<file path="src/rtl/param_alu_mc.sv">
// Multi-cycle parameterised ALU with valid/ready handshakes on both sides.
// Single-cycle ops finish in one cycle; MUL is an iterative shift-add over W cycles.
module param_alu_mc #(
  parameter int unsigned W = 8
) (
  input  logic         clk,
  input  logic         rst_n,
  input  logic         in_valid,
  output logic         in_ready,
  input  logic [W-1:0] a,
  input  logic [W-1:0] b,
  input  logic [3:0]   op,
  output logic         out_valid,
  input  logic         out_ready,
  output logic [W-1:0] y,
  output logic [W-1:0] y_hi,
  output logic         Z,
  output logic         N,
  output logic         C,
  output logic         V,
  output logic         err
);
  localparam int unsigned LW = $clog2(W);
  localparam int unsigned CW = LW + 1;

  localparam logic [3:0] OP_ADD = 4'h0;
  localparam logic [3:0] OP_SUB = 4'h1;
  localparam logic [3:0] OP_AND = 4'h2;
  localparam logic [3:0] OP_OR  = 4'h3;
  localparam logic [3:0] OP_XOR = 4'h4;
  localparam logic [3:0] OP_SHL = 4'h5;
  localparam logic [3:0] OP_SHR = 4'h6;
  localparam logic [3:0] OP_SRA = 4'h7;
  localparam logic [3:0] OP_MUL = 4'h8;
  localparam logic [3:0] OP_ROL = 4'h9;

  typedef enum logic [1:0] {S_IDLE, S_CALC, S_DONE} state_t;

  state_t          r_state, w_state_nxt;
  logic [CW-1:0]   r_cnt, w_cnt_nxt;
  logic [2*W-1:0]  r_acc, w_acc_nxt, r_mcand, w_mcand_nxt, w_acc_step;
  logic [W-1:0]    r_mplier, w_mplier_nxt;
  logic [W-1:0]    r_y, w_y_nxt, r_y_hi, w_y_hi_nxt;
  logic            r_out_valid, w_out_valid_nxt;
  logic            r_z, r_n, r_c, r_v, r_err;
  logic            w_z_nxt, w_n_nxt, w_c_nxt, w_v_nxt, w_err_nxt;
  logic            w_accept;

  // Single-cycle datapath; wide intermediates expose the carry / last shifted-out bit
  logic [LW-1:0]     w_sh;
  logic [W:0]        w_add, w_sub, w_shl, w_shr;
  logic signed [W:0] w_sra;
  logic [31:0]       w_rol_back;
  logic [W-1:0]      w_rol, w_res_y;
  logic              w_res_c, w_res_v, w_res_err, w_res_z, w_res_n;

  assign w_sh       = b[LW-1:0];
  assign w_add      = {1'b0, a} + {1'b0, b};
  assign w_sub      = {1'b0, a} - {1'b0, b};
  assign w_shl      = {1'b0, a} << w_sh;
  assign w_shr      = {a, 1'b0} >> w_sh;
  assign w_sra      = $signed({a, 1'b0}) >>> w_sh;
  assign w_rol_back = 32'(W) - 32'(w_sh);
  assign w_rol      = (a << w_sh) | (a >> w_rol_back);

  always_comb begin
    w_res_y   = '0;
    w_res_c   = 1'b0;
    w_res_v   = 1'b0;
    w_res_err = 1'b0;
    case (op)
      OP_ADD: begin
        w_res_y = w_add[W-1:0];
        w_res_c = w_add[W];
        w_res_v = (a[W-1] == b[W-1]) && (w_add[W-1] != a[W-1]);
      end
      OP_SUB: begin
        w_res_y = w_sub[W-1:0];
        w_res_c = ~w_sub[W];
        w_res_v = (a[W-1] != b[W-1]) && (w_sub[W-1] != a[W-1]);
      end
      OP_AND: w_res_y = a & b;
      OP_OR:  w_res_y = a | b;
      OP_XOR: w_res_y = a ^ b;
      OP_SHL: begin
        w_res_y = w_shl[W-1:0];
        w_res_c = w_shl[W];
      end
      OP_SHR: begin
        w_res_y = w_shr[W:1];
        w_res_c = w_shr[0];
      end
      OP_SRA: begin
        w_res_y = w_sra[W:1];
        w_res_c = w_sra[0];
      end
      OP_ROL: begin
        w_res_y = w_rol;
        w_res_c = (w_sh != '0) && w_rol[0];
      end
      OP_MUL: ;
      default: w_res_err = 1'b1;
    endcase
  end

  assign w_res_z    = (w_res_y == '0);
  assign w_res_n    = w_res_y[W-1];
  assign in_ready   = rst_n && ((r_state == S_IDLE) || ((r_state == S_DONE) && out_ready));
  assign w_accept   = in_valid && in_ready;
  assign w_acc_step = r_mplier[0] ? (r_acc + r_mcand) : r_acc;

  // Next-state and datapath register updates
  always_comb begin
    w_state_nxt     = r_state;
    w_cnt_nxt       = r_cnt;
    w_acc_nxt       = r_acc;
    w_mcand_nxt     = r_mcand;
    w_mplier_nxt    = r_mplier;
    w_y_nxt         = r_y;
    w_y_hi_nxt      = r_y_hi;
    w_out_valid_nxt = r_out_valid;
    w_z_nxt         = r_z;
    w_n_nxt         = r_n;
    w_c_nxt         = r_c;
    w_v_nxt         = r_v;
    w_err_nxt       = r_err;
    case (r_state)
      S_IDLE: ;
      S_CALC: begin
        w_acc_nxt    = w_acc_step;
        w_mcand_nxt  = r_mcand << 1;
        w_mplier_nxt = r_mplier >> 1;
        w_cnt_nxt    = r_cnt - CW'(1);
        if (r_cnt == CW'(1)) begin
          w_state_nxt     = S_DONE;
          w_out_valid_nxt = 1'b1;
          w_y_nxt         = w_acc_step[W-1:0];
          w_y_hi_nxt      = w_acc_step[2*W-1:W];
          w_z_nxt         = (w_acc_step == '0);
          w_n_nxt         = w_acc_step[2*W-1];
          w_c_nxt         = (w_acc_step[2*W-1:W] != '0);
          w_v_nxt         = (w_acc_step[2*W-1:W] != '0);
          w_err_nxt       = 1'b0;
        end
      end
      S_DONE: begin
        if (out_ready) begin
          w_state_nxt     = S_IDLE;
          w_out_valid_nxt = 1'b0;
        end
      end
      default: w_state_nxt = S_IDLE;
    endcase
    // A new request (from IDLE or a draining DONE) overrides the above
    if (w_accept) begin
      if (op == OP_MUL) begin
        w_state_nxt     = S_CALC;
        w_cnt_nxt       = CW'(W);
        w_acc_nxt       = '0;
        w_mcand_nxt     = {{W{1'b0}}, a};
        w_mplier_nxt    = b;
        w_out_valid_nxt = 1'b0;
      end else begin
        w_state_nxt     = S_DONE;
        w_out_valid_nxt = 1'b1;
        w_y_nxt         = w_res_y;
        w_y_hi_nxt      = '0;
        w_z_nxt         = w_res_z;
        w_n_nxt         = w_res_n;
        w_c_nxt         = w_res_c;
        w_v_nxt         = w_res_v;
        w_err_nxt       = w_res_err;
      end
    end
  end

  // State and datapath registers, synchronous active-low reset
  always_ff @(posedge clk) begin
    if (!rst_n) begin
      r_state     <= S_IDLE;
      r_cnt       <= '0;
      r_acc       <= '0;
      r_mcand     <= '0;
      r_mplier    <= '0;
      r_y         <= '0;
      r_y_hi      <= '0;
      r_out_valid <= 1'b0;
      r_z         <= 1'b0;
      r_n         <= 1'b0;
      r_c         <= 1'b0;
      r_v         <= 1'b0;
      r_err       <= 1'b0;
    end else begin
      r_state     <= w_state_nxt;
      r_cnt       <= w_cnt_nxt;
      r_acc       <= w_acc_nxt;
      r_mcand     <= w_mcand_nxt;
      r_mplier    <= w_mplier_nxt;
      r_y         <= w_y_nxt;
      r_y_hi      <= w_y_hi_nxt;
      r_out_valid <= w_out_valid_nxt;
      r_z         <= w_z_nxt;
      r_n         <= w_n_nxt;
      r_c         <= w_c_nxt;
      r_v         <= w_v_nxt;
      r_err       <= w_err_nxt;
    end
  end

  assign out_valid = r_out_valid;
  assign y         = r_y;
  assign y_hi      = r_y_hi;
  assign Z         = r_z;
  assign N         = r_n;
  assign C         = r_c;
  assign V         = r_v;
  assign err       = r_err;

endmodule

</file>
<file path="config.mk">
export PLATFORM = sky130hd
export DESIGN_NAME = param_alu_mc
export DESIGN_NICKNAME = d
export VERILOG_FILES = /design/src/rtl/param_alu_mc.sv
export SDC_FILE = /design/constraint.sdc
export NUM_CORES = 1
export LEC_CHECK = 0
export CAP_MARGIN = 20
export CORE_MARGIN = 2
export CORE_UTILIZATION = 54
export DETAILED_ROUTE_END_ITERATION = 8
export PLACE_DENSITY = 0.78
export SLEW_MARGIN = 20
export SYNTH_ARGS = -nofsm -noshare
export SYNTH_HDL_FRONTEND = slang
export SYNTH_SLANG_ARGS = --single-unit
</file>
<file path="constraint.sdc">
create_clock -name clk -period 3.4 [get_ports clk]
set_clock_uncertainty 0.1 [all_clocks]
set_input_delay 0.68 -clock clk [delete_from_list [all_inputs] [get_ports clk]]
set_output_delay 0.68 -clock clk [all_outputs]
set_load 0.005 [all_outputs]
</file>
* Word level (Yosys, flattened, before mapping) *
Cells that the tools add are included.

word-level totals
  register bits = 68
  bits of input ports = 24
  output and inout bits = 23
  logic and storage cells = 119

cells by class
  $add $sub $neg = 5
  equal/unequal tests = 19
  shift-type cells = 5
  muxes and demuxes = 55
  bitwise logic cells = 5
  reduce and logical (&&, ||, !) cells = 17

operators with widths
  kind                                                              count
  16-bit 2-to-1 mux                                                 7
  8-bit 2-to-1 mux                                                  11
  8-bit case mux with 9 select lines                                1
  8-bit by 32-bit >> shifter with 8-bit output                      1
  1-bit 2-to-1 mux                                                  25
  16-bit adder                                                      1
  4-bit by 3-bit == test with 1-bit output (second input constant)  4
  16-bit zero test                                                  1
  8-bit OR                                                          2
  4-bit 2-to-1 mux                                                  3
  8-bit by 8-bit adder with 9-bit output                            1
  9-bit OR reduction                                                1
  8-bit by 3-bit << shifter with 9-bit output                       1
  9-bit by 3-bit >> shifter with 9-bit output                       1
  9-bit by 3-bit >>> shifter with 9-bit output                      1
  8-bit by 8-bit subtractor with 9-bit output                       1
  8-bit bitwise AND                                                 1
  4-bit by 1-bit == test with 1-bit output (second input constant)  2
  4-bit by 2-bit == test with 1-bit output (second input constant)  2
  4-bit == test (second input constant)                             2
  8-bit zero test                                                   1
  2-bit 2-to-1 mux                                                  4
  8-bit nonzero test                                                1
  8-bit by 3-bit << shifter with 8-bit output                       1
  19 further kinds                                                  30

* Depth between registers and ports, before layout *
  depth in word-level cells = 7
  depth in mapped cells = 14
  gate-level depth less buffers = 11

* Least setup slack after synthesis *
OpenSTA, ideal clock, no wires.

  kind = input to register
  from = input port b[2]
  to = register r_z (netlist: Z)
  setup time = 0.079 ns
  arrival time = 3.347 ns
  required time = 3.221 ns
  path slack = -0.127 ns
  stages = 12
  path buffers = 2
  cells stage by stage = clkbuf_1 > clkinv_1 > ha_1 > clkbuf_1 > a21oi_1 > a21oi_1 > o21ai_0 > a211o_1 > a221o_1 > a211oi_1 > a31oi_1 > a211oi_2

on the way
  longest elaborated chain between the ends = 7

RTL lines
  what                                          line  RTL
  start, declared                               11    input logic [W-1:0] b,
  4-bit by 3-bit subtractor with 5-bit output   63    assign w_rol_back = 32'(W) - 32'(w_sh);
  8-bit by 32-bit >> shifter with 8-bit output  64    assign w_rol = (a << w_sh) | (a >> w_rol_back);
  8-bit OR                                      64
  8-bit case mux with 9 select lines *          71    case (op)
  8-bit zero test *                             106   assign w_res_z = (w_res_y == '0);
  1-bit 2-to-1 mux *                            156   if (op == OP_MUL) begin
  1-bit 2-to-1 mux *                            155   if (w_accept) begin
  end signal, assigned                          202   r_z <= w_z_nxt;
  end, declared                                 45    logic r_z, r_n, r_c, r_v, r_err;

Mark *: on every way between the ends. The rest lies on a longest branch, timed or not.
A chain may end at the register's enable or synchronous reset.

* Worst setup path in the final report *
  from = input port b[0]
  to = register r_z (netlist: Z)

The elaborated chain is that of the path after synthesis.

==> results by group <==
Detailed routing
  – Drt wl/cell: 20.1 um
  – Vias per cell: approximately 6.4
  – Pre-antenna DRT Iters: 6
  – Drt total wl: between 20 and 25 mm
  – Antenna Nets Post-Route: 0
  – Starting DRT DRC Count: about 650
  – Via count: 6,664
  – DRC viols: 0

Global routing
  – Vias in the first global route: slightly above 6,000
  – Largest net degree at the start of global routing: 56
  – Total grt overflow: 0
  – Global-route wire length before repair: roughly 33 mm
  – GRT Overall Usage: 0.369
  – Initial antenna violation count: 1

Synthesis
  – Mapped Avg Cell Area: about 7.6 um^2
  – Async S/R FF share, synth: 0
  – Yosys top cell by area: dfxtp_1
  – Count leader, synth: nand2_1
  – Synthesized net count: roughly 820
  – Share of the synthesized area in the top cell type: 0.238
  – Synth top area cells: dfxtp_1 24%, ha_1 9.6%, nand2_1 6.0%
  – Sequential-to-total area share from yosys stat: 0.238
  – Post-synth EDFFs: 0
  – Adder-cell share of the synthesized area: 0.107
  – Post-Synth Simple-Gate Area: 0.233
  – Synth Warn #: 0
  – Synth Flop Type: dfxtp_1
  – Synth Area in Compound Gates: 0.280
  – Mux contribution to synthesized area: 0.0664
  – Synth Register Bits: 68
  – Yosys cell types: a little over 70
  – Cells after synthesis: around 750
  – XOR/XNOR Fraction of Synth Area: 0.0215
  – Netlist Area Pre-Place: 0.00571 mm^2
  – Largest family of logic cells by synthesized area: compound AO/OA/AOI/OAI gates
  – Synth cell count leaders: 92 x nand2_1, 79 x nor2_1, 68 x dfxtp_1, 62 x a21oi_1, 44 x ha_1

Die
  – Die X: around 110 um
  – Die height: about 110 um
  – Rows: 37
  – Initial Utilization: 0.556
  – Core Box Area: a little over 0.01 mm^2
  – Die area: around 0.011 mm^2
  – IO Pins: 47

STA
  – Worst Tran Pin Value: roughly 0.90 ns
  – Endpoints failing hold: 0
  – Max Clock Freq: 0.298 GHz
  – Post-route minimum period: approximately 3.4 ns
  – Crit share post-route: 0.987
  – Slew HR: 0.391
  – Max-slew violation count: 0
  – Final Setup Violations: 0
  – Setup TNS: 0 ns

Worst setup path
  – Arrival @ worst endpoint: about 3.5 ns
  – Crit end category: flip-flop
  – Crit. Startpoint: b[0]
  – Crit-path max FO: 8
  – R2R Setup Slk: between 0.15 and 0.2 ns
  – Critical Path RT: between 3 and 4 ns
  – Setup CP Type: in2reg
  – Launch point of the worst reg-to-reg path: r_acc[0]
  – Setup crit start kind: primary input

Final layout
  – Filler Cell Count: 830
  – Area occupied by multi-input gates: 0.00413 mm^2
  – Share of cells above drive strength 1: 0.208
  – Non-filler instance count after layout: approximately 1,000
  – Seq. cell area: roughly 0.0014 mm^2
  – Fin nets: between 900 and 1,000
  – Area growth syn-to-layout: 31.8%

Power
  – Leakage: between 3 and 4 nW
  – Worst vdd ir: about 0.00030 V
  – Pwr dens: 295 mW/mm^2
  – Power consumption: roughly 2.2 mW

Clock network
  – TritonCTS clock tree: built
  – Max clock buf depth: 2
  – Clock sink total: a little under 70
  – CTS clock-pin slew for the worst setup and hold paths: around 0.08 ns
  – H-tree depth: 3
  – Clk root buf: clkbuf_8
  – Num CTS Buffers: 9
  – Worst-Skew Late Latency: between 0.3 and 0.4 ns

Min path
  – Hold Path Class: reg2reg
  – Worst Min Path Start: y_hi[4]

Placed design
  – GPL Wtd Cong: about 1.0
  – Inst Count DP: approximately 1,000
  – Placed wire-length estimate: ~16 mm
  – PortBufs: 46

Run
  – Max Cap Violations: 0

Outcome
  – Outcome: finished, final reports clean
-- per-stage QoR --
| stage | hold slack (ns) | worst slack, ns | instance area [um^2] | utilization |
|---|---|---|---|---|
| global route | 0.392 | -0.00903 | 7520 | 0.732 |
| detailed placement | 0.364 | -0.405 | 7210 | 0.701 |
| floorplan | 0.345 | 0.139 | 5710 | - |
| CTS | 0.375 | 0.0152 | 7430 | 0.723 |
| global placement | 0.357 | -0.356 | 7210 | 0.701 |
| finish | 0.375 | 0.0457 | 7520 | 0.732 |
-- path summary, 6_finish.rpt --
| path | to | depth (start not counted) |
|---|---|---|
| setup / recovery | Z | 12 |
| hold / removal | y_hi[4] | 2 |
| setup reg to reg | Z | 10 |
| hold reg to reg | y_hi[4] | 2 |
-- flip-flops by register name, summed over array words and instances (netlist names) --
| signal | cells |
|---|---|
| r_acc | 16 |
| r_mcand | 16 |
| r_mplier | 8 |
| y | 8 |
| y_hi | 8 |
| r_cnt | 4 |
| r_state | 2 |
| C | 1 |
| N | 1 |
| V | 1 |
| Z | 1 |
| err | 1 |
| out_valid | 1 |
-- layout make-up --
type                            count  area share
Sequential cell                    68       0.181
Inverter                           36      0.0181
Clock buffer                        9      0.0165
Multi-Input combinational cell    603       0.549
Antenna cell                        1    0.000333
Timing Repair Buffer              179       0.200
Clock inverter                      7      0.0133
Tap cell                          136      0.0226
-- where the power goes --
group	switching [mW]	leakage, nW	internal (mW)
Clock	0.340	0.114	0.418
Sequential	0.0194	0.550	0.816
Combinational	0.321	2.40	0.302
Total	0.681	3.06	1.54
-- routing by layer --
metal	share of wire	track usage	wire length, um
met2	0.43	0.562	9050
met1	0.43	0.521	8890
met3	0.10	0.0754	2180
met4	0.036	0.122	743
met5	0	0	0
-- cell families (layout without fill, tap and decap cells) --
group | after synthesis | after routing
and+or+nand+nor | 276 | 276
AOI/OAI and AO/OA | 234 | 234
buffers and inverters | 81 | 231
DFF | 68 | 68
adders and majority gates | 47 | 47
muxes | 32 | 32
xor gates and xnor gates | 14 | 14
other | 0 | 1
-- worst max-delay path, cell delays in order --
cell             delay, ns
clkdlybuf4s50_1       0.52
buf_4                 0.20
inv_1                 0.07
buf_4                 0.15
ha_1                  0.20
mux4_2                0.47
inv_1                 0.09
o221ai_1              0.17
a221o_1               0.35
nor4_2                0.33
a31oi_1               0.13
a211oi_2              0.16
-- cell usage in the layout (no fill, tap or decap), types with 7 or more instances in the layout --
master	instances
nor4_1	8
a21oi_1	60
nand3_1	12
a311oi_1	15
or3_1	8
nand2b_1	8
o211ai_1	8
o22ai_1	7
xnor2_1	9
clkdlybuf4s50_1	44
ha_1	43
o21bai_1	8
nand2_1	92
nand4_1	7
a211oi_1	28
nor2_1	79
nor2b_1	11
clkbuf_8	9
dfxtp_1	68
a31oi_1	8
o21ai_0	29
inv_1	33
buf_4	130
nor3_1	13
mux2i_1	20
mux2_2	7
-- what timing repair did --
action,CTS,global route
pin swaps,0,5
hold buffers,0,0
gates resized for setup,1,19
setup endpoints to repair,1,4
setup buffers,0,1
Note: power is estimated with default switching activity, not from simulation.
==> variant 1, RTL diff (same settings) <==
Take the reset off `r_y` and load it in a clocked block of its own.
--- a/src/rtl/param_alu_mc.sv
+++ b/src/rtl/param_alu_mc.sv
@@ -184,3 +184,2 @@
       r_mplier    <= '0;
-      r_y         <= '0;
       r_y_hi      <= '0;
@@ -198,3 +197,2 @@
       r_mplier    <= w_mplier_nxt;
-      r_y         <= w_y_nxt;
       r_y_hi      <= w_y_hi_nxt;
@@ -209,2 +207,6 @@
 
+  always_ff @(posedge clk) begin
+    r_y <= w_y_nxt;
+  end
+
   assign out_valid = r_out_valid;
Formal check against the unedited RTL: differs if rst_n is asserted again (counterexample within 4 cycles, from zero or initial values and one cycle with rst_n low); with rst_n held inactive, the same outputs for 4 cycles.
==> variant 1 against the unedited design <==
  * Cell area fell by 5.3%
  * Total power shrank 6.2%
  * Largest power group unchanged
  * Sequential share of layout area is 1.0 points higher
  * Sequential cell count unchanged
  * Via count down 7.6%
  * Cell count fell by 5.5%
  * Global-route usage fell by 2.6 points
  * Area after synthesis decreased by 0.92%
  * Routed wire length shrank 8.0%
  * Setup slack improved by 0.019 ns
==> variant 1: results <==
export IMPL_outcome="finished clean"
export IMPL_ys_top_cells_by_area="dfxtp_1, ha_1, nand2_1"
export IMPL_synth_seq_area_share_pct=24.06
export IMPL_synth_distinct_cells=66
export IMPL_critPathArrivalTime_ns=3.52
export IMPL_synth_xor_area_share_pct=2.786
export IMPL_drtIter0Drc=392
export IMPL_grt_usage_pct=34.28
export IMPL_crit_fanout=5
export IMPL_hpwl_mm=14.77
export IMPL_grt_pass1_vias=6124
export IMPL_yosys_top_cells_count="nand2_1, dfxtp_1, nor2_1"
export IMPL_grt_max_degree=54
export IMPL_finalWeightedCongestion=1.009
export IMPL_via_per_inst=6.268
export IMPL_synth_nets=800
export IMPL_synth_compound_area_share_pct=29.17
export IMPL_fin_nets=916
export IMPL_p_leak_nw=3.042
export IMPL_drtPass1Iterations=5
export IMPL_antenna_found_initial=0
export IMPL_synth_fa_ha_area_share_pct=10.79
export IMPL_finalWirelength_mm=19.19
export IMPL_worst_r2r_setup_slack_ns=0.22
export IMPL_synthMuxAreaShare_pct=8.359
[variant 1: changes by cell type after synthesis, moves of 10 or more]
cell      change
o21ai_0      +10
nor2_1       -17
nand3_1      +11
o211a_1      +13
a311oi_1     -14
[variant 1: area by class of cell]
class	count	share of cell area, %
flip-flops and latches	68	19.11
inverters	30	1.581
clock inverters	3	0.5971
repair buffers	149	17.67
well taps	136	2.388
multi-input cells	587	56.92
clock buffers	9	1.739
[variant 1: power by group through the flow]
stage | clock, W | combinational [W] | sequential, W
floorplan | 0 | 0.000296 | 0.000862
global placement | 0 | 0.000596 | 0.000867
detailed placement | 0 | 0.000601 | 0.000867
CTS | 0.000615 | 0.000605 | 0.000850
global route | 0.000648 | 0.000668 | 0.000851
finish | 0.000606 | 0.000624 | 0.000850
[variant 1: cell families (layout without fill, tap and decap cells)]
| kind of cell | count (synthesis) | count (layout) |
|---|---|---|
| buf+inv | 74 | 191 |
| xor+xnor | 18 | 18 |
| mux | 40 | 40 |
| simple gates | 244 | 244 |
| flops | 68 | 68 |
| compound gates | 238 | 238 |
| fa+ha+maj | 47 | 47 |
[variant 1: worst paths after layout]
| kind | to | from | depth (start not counted) |
|---|---|---|---|
| max reg2reg | V | r_mcand[5] | 11 |
| min reg2reg | y_hi[3] | y_hi[3] | 2 |
| max | Z | a[0] | 13 |
| min | y_hi[3] | y_hi[3] | 2 |
[variant 1: timing repair]
action,CTS,global route
setup buffers,0,1
setup endpoints to repair,0,5
resized for setup,0,8
[variant 1: routing by layer]
layer / up-vias / track usage (%) / routed length (um)
met5: - / 0 / 0
met4: 0 / 20.86 / 1218
met3: 76 / 5.028 / 1211
met2: 287 / 60.44 / 9355
met1: 2870 / 38.84 / 7409
li1: 2922 / - / -
[variant 1: worst max-delay path: stages]
cell             delay [ns]
clkdlybuf4s50_1        0.43
buf_4                  0.18
ha_1                   0.25
fa_1                   0.44
a21oi_1                0.16
o21bai_1               0.10
buf_4                  0.14
a221oi_1               0.32
o221ai_1               0.20
nor2b_1                0.16
nand4_1                0.13
o21a_1                 0.21
a21oi_1                0.11
[variant 1: metrics by stage]
| stage | setup slack [ns] | hold WS [ns] | util, % | std cells |
|---|---|---|---|---|
| 2_1_floorplan | 0.003183 | 0.3443 | - | 729 |
| 3_3_place_gp | -0.2725 | 0.3456 | 67.62 | 969 |
| 3_5_place_dp | -0.2911 | 0.3581 | 67.62 | 969 |
| 4_1_cts | 0.03018 | 0.3673 | 69.24 | 981 |
| 5_1_grt | -0.08023 | 0.3937 | 69.63 | 982 |
| 6_report | 0.06486 | 0.3679 | 69.63 | 982 |
==> variant 2, RTL diff (same settings) <==
Made on the original files. `W`: 8 -> 4.
--- a/src/rtl/param_alu_mc.sv
+++ b/src/rtl/param_alu_mc.sv
@@ -3,3 +3,3 @@
 module param_alu_mc #(
-  parameter int unsigned W = 8
+  parameter int unsigned W = 4
 ) (
Ports: changed (resized a, b, y and y_hi); port bits go from 47 to 31. No check against the original RTL was run, so the function may have changed too.
==> variant 2 against the unedited design <==
  * Fmax rose by 7.5%
  * Setup slack improved by 0.23 ns
  * Cell area fell by 53%
  * Global-route usage fell by 10 points
  * Total power fell by 55%
  * Routed wire length fell by 63%
  * First-iteration DRC count fell by 84%
  * Worst hold slack got worse by 0.0062 ns
  * Sequential cell count fell by 29
  * Cell count fell by 53%
  * Die area fell by 45%
  * Area after synthesis fell by 46%
  * Register-to-register slack improved by 0.70 ns
  * Critical path type unchanged
==> variant 2: results <==
export IMPL_outcome="finished clean"
export IMPL_place_area_um2=3460
export IMPL_fin_nets=456
export IMPL_rr_endpoint="C"
export IMPL_htree_num_levels=2
export IMPL_antenna_found_initial=0
export IMPL_grtUsageMet3_pct=5.090
export IMPL_synth_xor_area_share_pct=3.409
export IMPL_io_buffer_count=30
export IMPL_grt_pass1_vias=2769
export IMPL_dp_cells=479
export IMPL_grt_pass1_wl_mm=13.23
export IMPL_drtPass1Iterations=4
export IMPL_timing_rr_start="r_mcand[0]"
export IMPL_synth_distinct_cells=67
export IMPL_power_frac_seq_pct=47.4
export IMPL_worst_r2r_setup_slack_ns=0.86
export IMPL_crit_fanout=5
export IMPL_met2_usage_pct=44.62
export IMPL_grt_use_met1_pct=33.73
export IMPL_synth_nets=425
export IMPL_relSlewSlack_pct=50.85
export IMPL_drive_above_1_share_pct=9.880
export IMPL_wl_per_cell_um=16.04
export IMPL_met2_length_mm=3.842
export IMPL_grt_max_degree=21
export IMPL_synth_cells=383
export IMPL_drtIter0Drc=107
export IMPL_reg_largest_list="r_acc (8), r_mcand (8)"
export IMPL_dp_slack_ns=0.03605
export IMPL_finalWeightedCongestion=0.9526
export IMPL_worst_skew_pair_late_latency_ns=0.29
export IMPL_worstRegToRegCells=9
export IMPL_p_switching_w=0.0002888
export IMPL_p_leak_nw=1.355
export IMPL_cts_buffers_inserted=5
export IMPL_ys_top_cells_by_area="dfxtp_1, ha_1, a21oi_1"
export IMPL_clock_power_share_pct=30.1
export IMPL_grt_usage_pct=26.56
export IMPL_yosys_top_cells_count="nand2_1, dfxtp_1, nor2_1"
export IMPL_p_sw_share_pct=28.75
export IMPL_startpoint="a[0]"
export IMPL_ir_drop_mv=0.2235
export IMPL_synth_seq_area_share_pct=25.32
## variant 2: cell count changes after synthesis, moves of 8 or more
cell      unedited run  this run
inv_1               33        18
nor2_1              79        37
a211oi_1            31        12
dfxtp_1             68        39
or3_1                8         0
o21ai_0             30        19
a21oi_1             62        33
nor4_1              10         1
a31oi_1              9         1
clkbuf_1            40         6
nand2_1             92        42
a311oi_1            15         2
ha_1                44        23
## variant 2: layout make-up
| cell class | instances | area (um^2) |
|---|---|---|
| fill | 489 | 1966 |
| clock buffer | 7 | 76.32 |
| inverter | 18 | 67.56 |
| sequential | 39 | 780.7 |
| timing repair buffer | 47 | 427.9 |
| tap | 72 | 90.09 |
| multi-input combinational | 303 | 2093 |
| clock inverter | 1 | 5.005 |
## variant 2: how the worst min path moves through the flow
stage | end | slack [ns]
after global placement | y_hi[3] | 0.35
after CTS | y_hi[3] | 0.38
after detailed placement | y_hi[3] | 0.36
after global routing | y_hi[3] | 0.41
after floorplan | r_mcand[4] | 0.35
final | y_hi[3] | 0.37
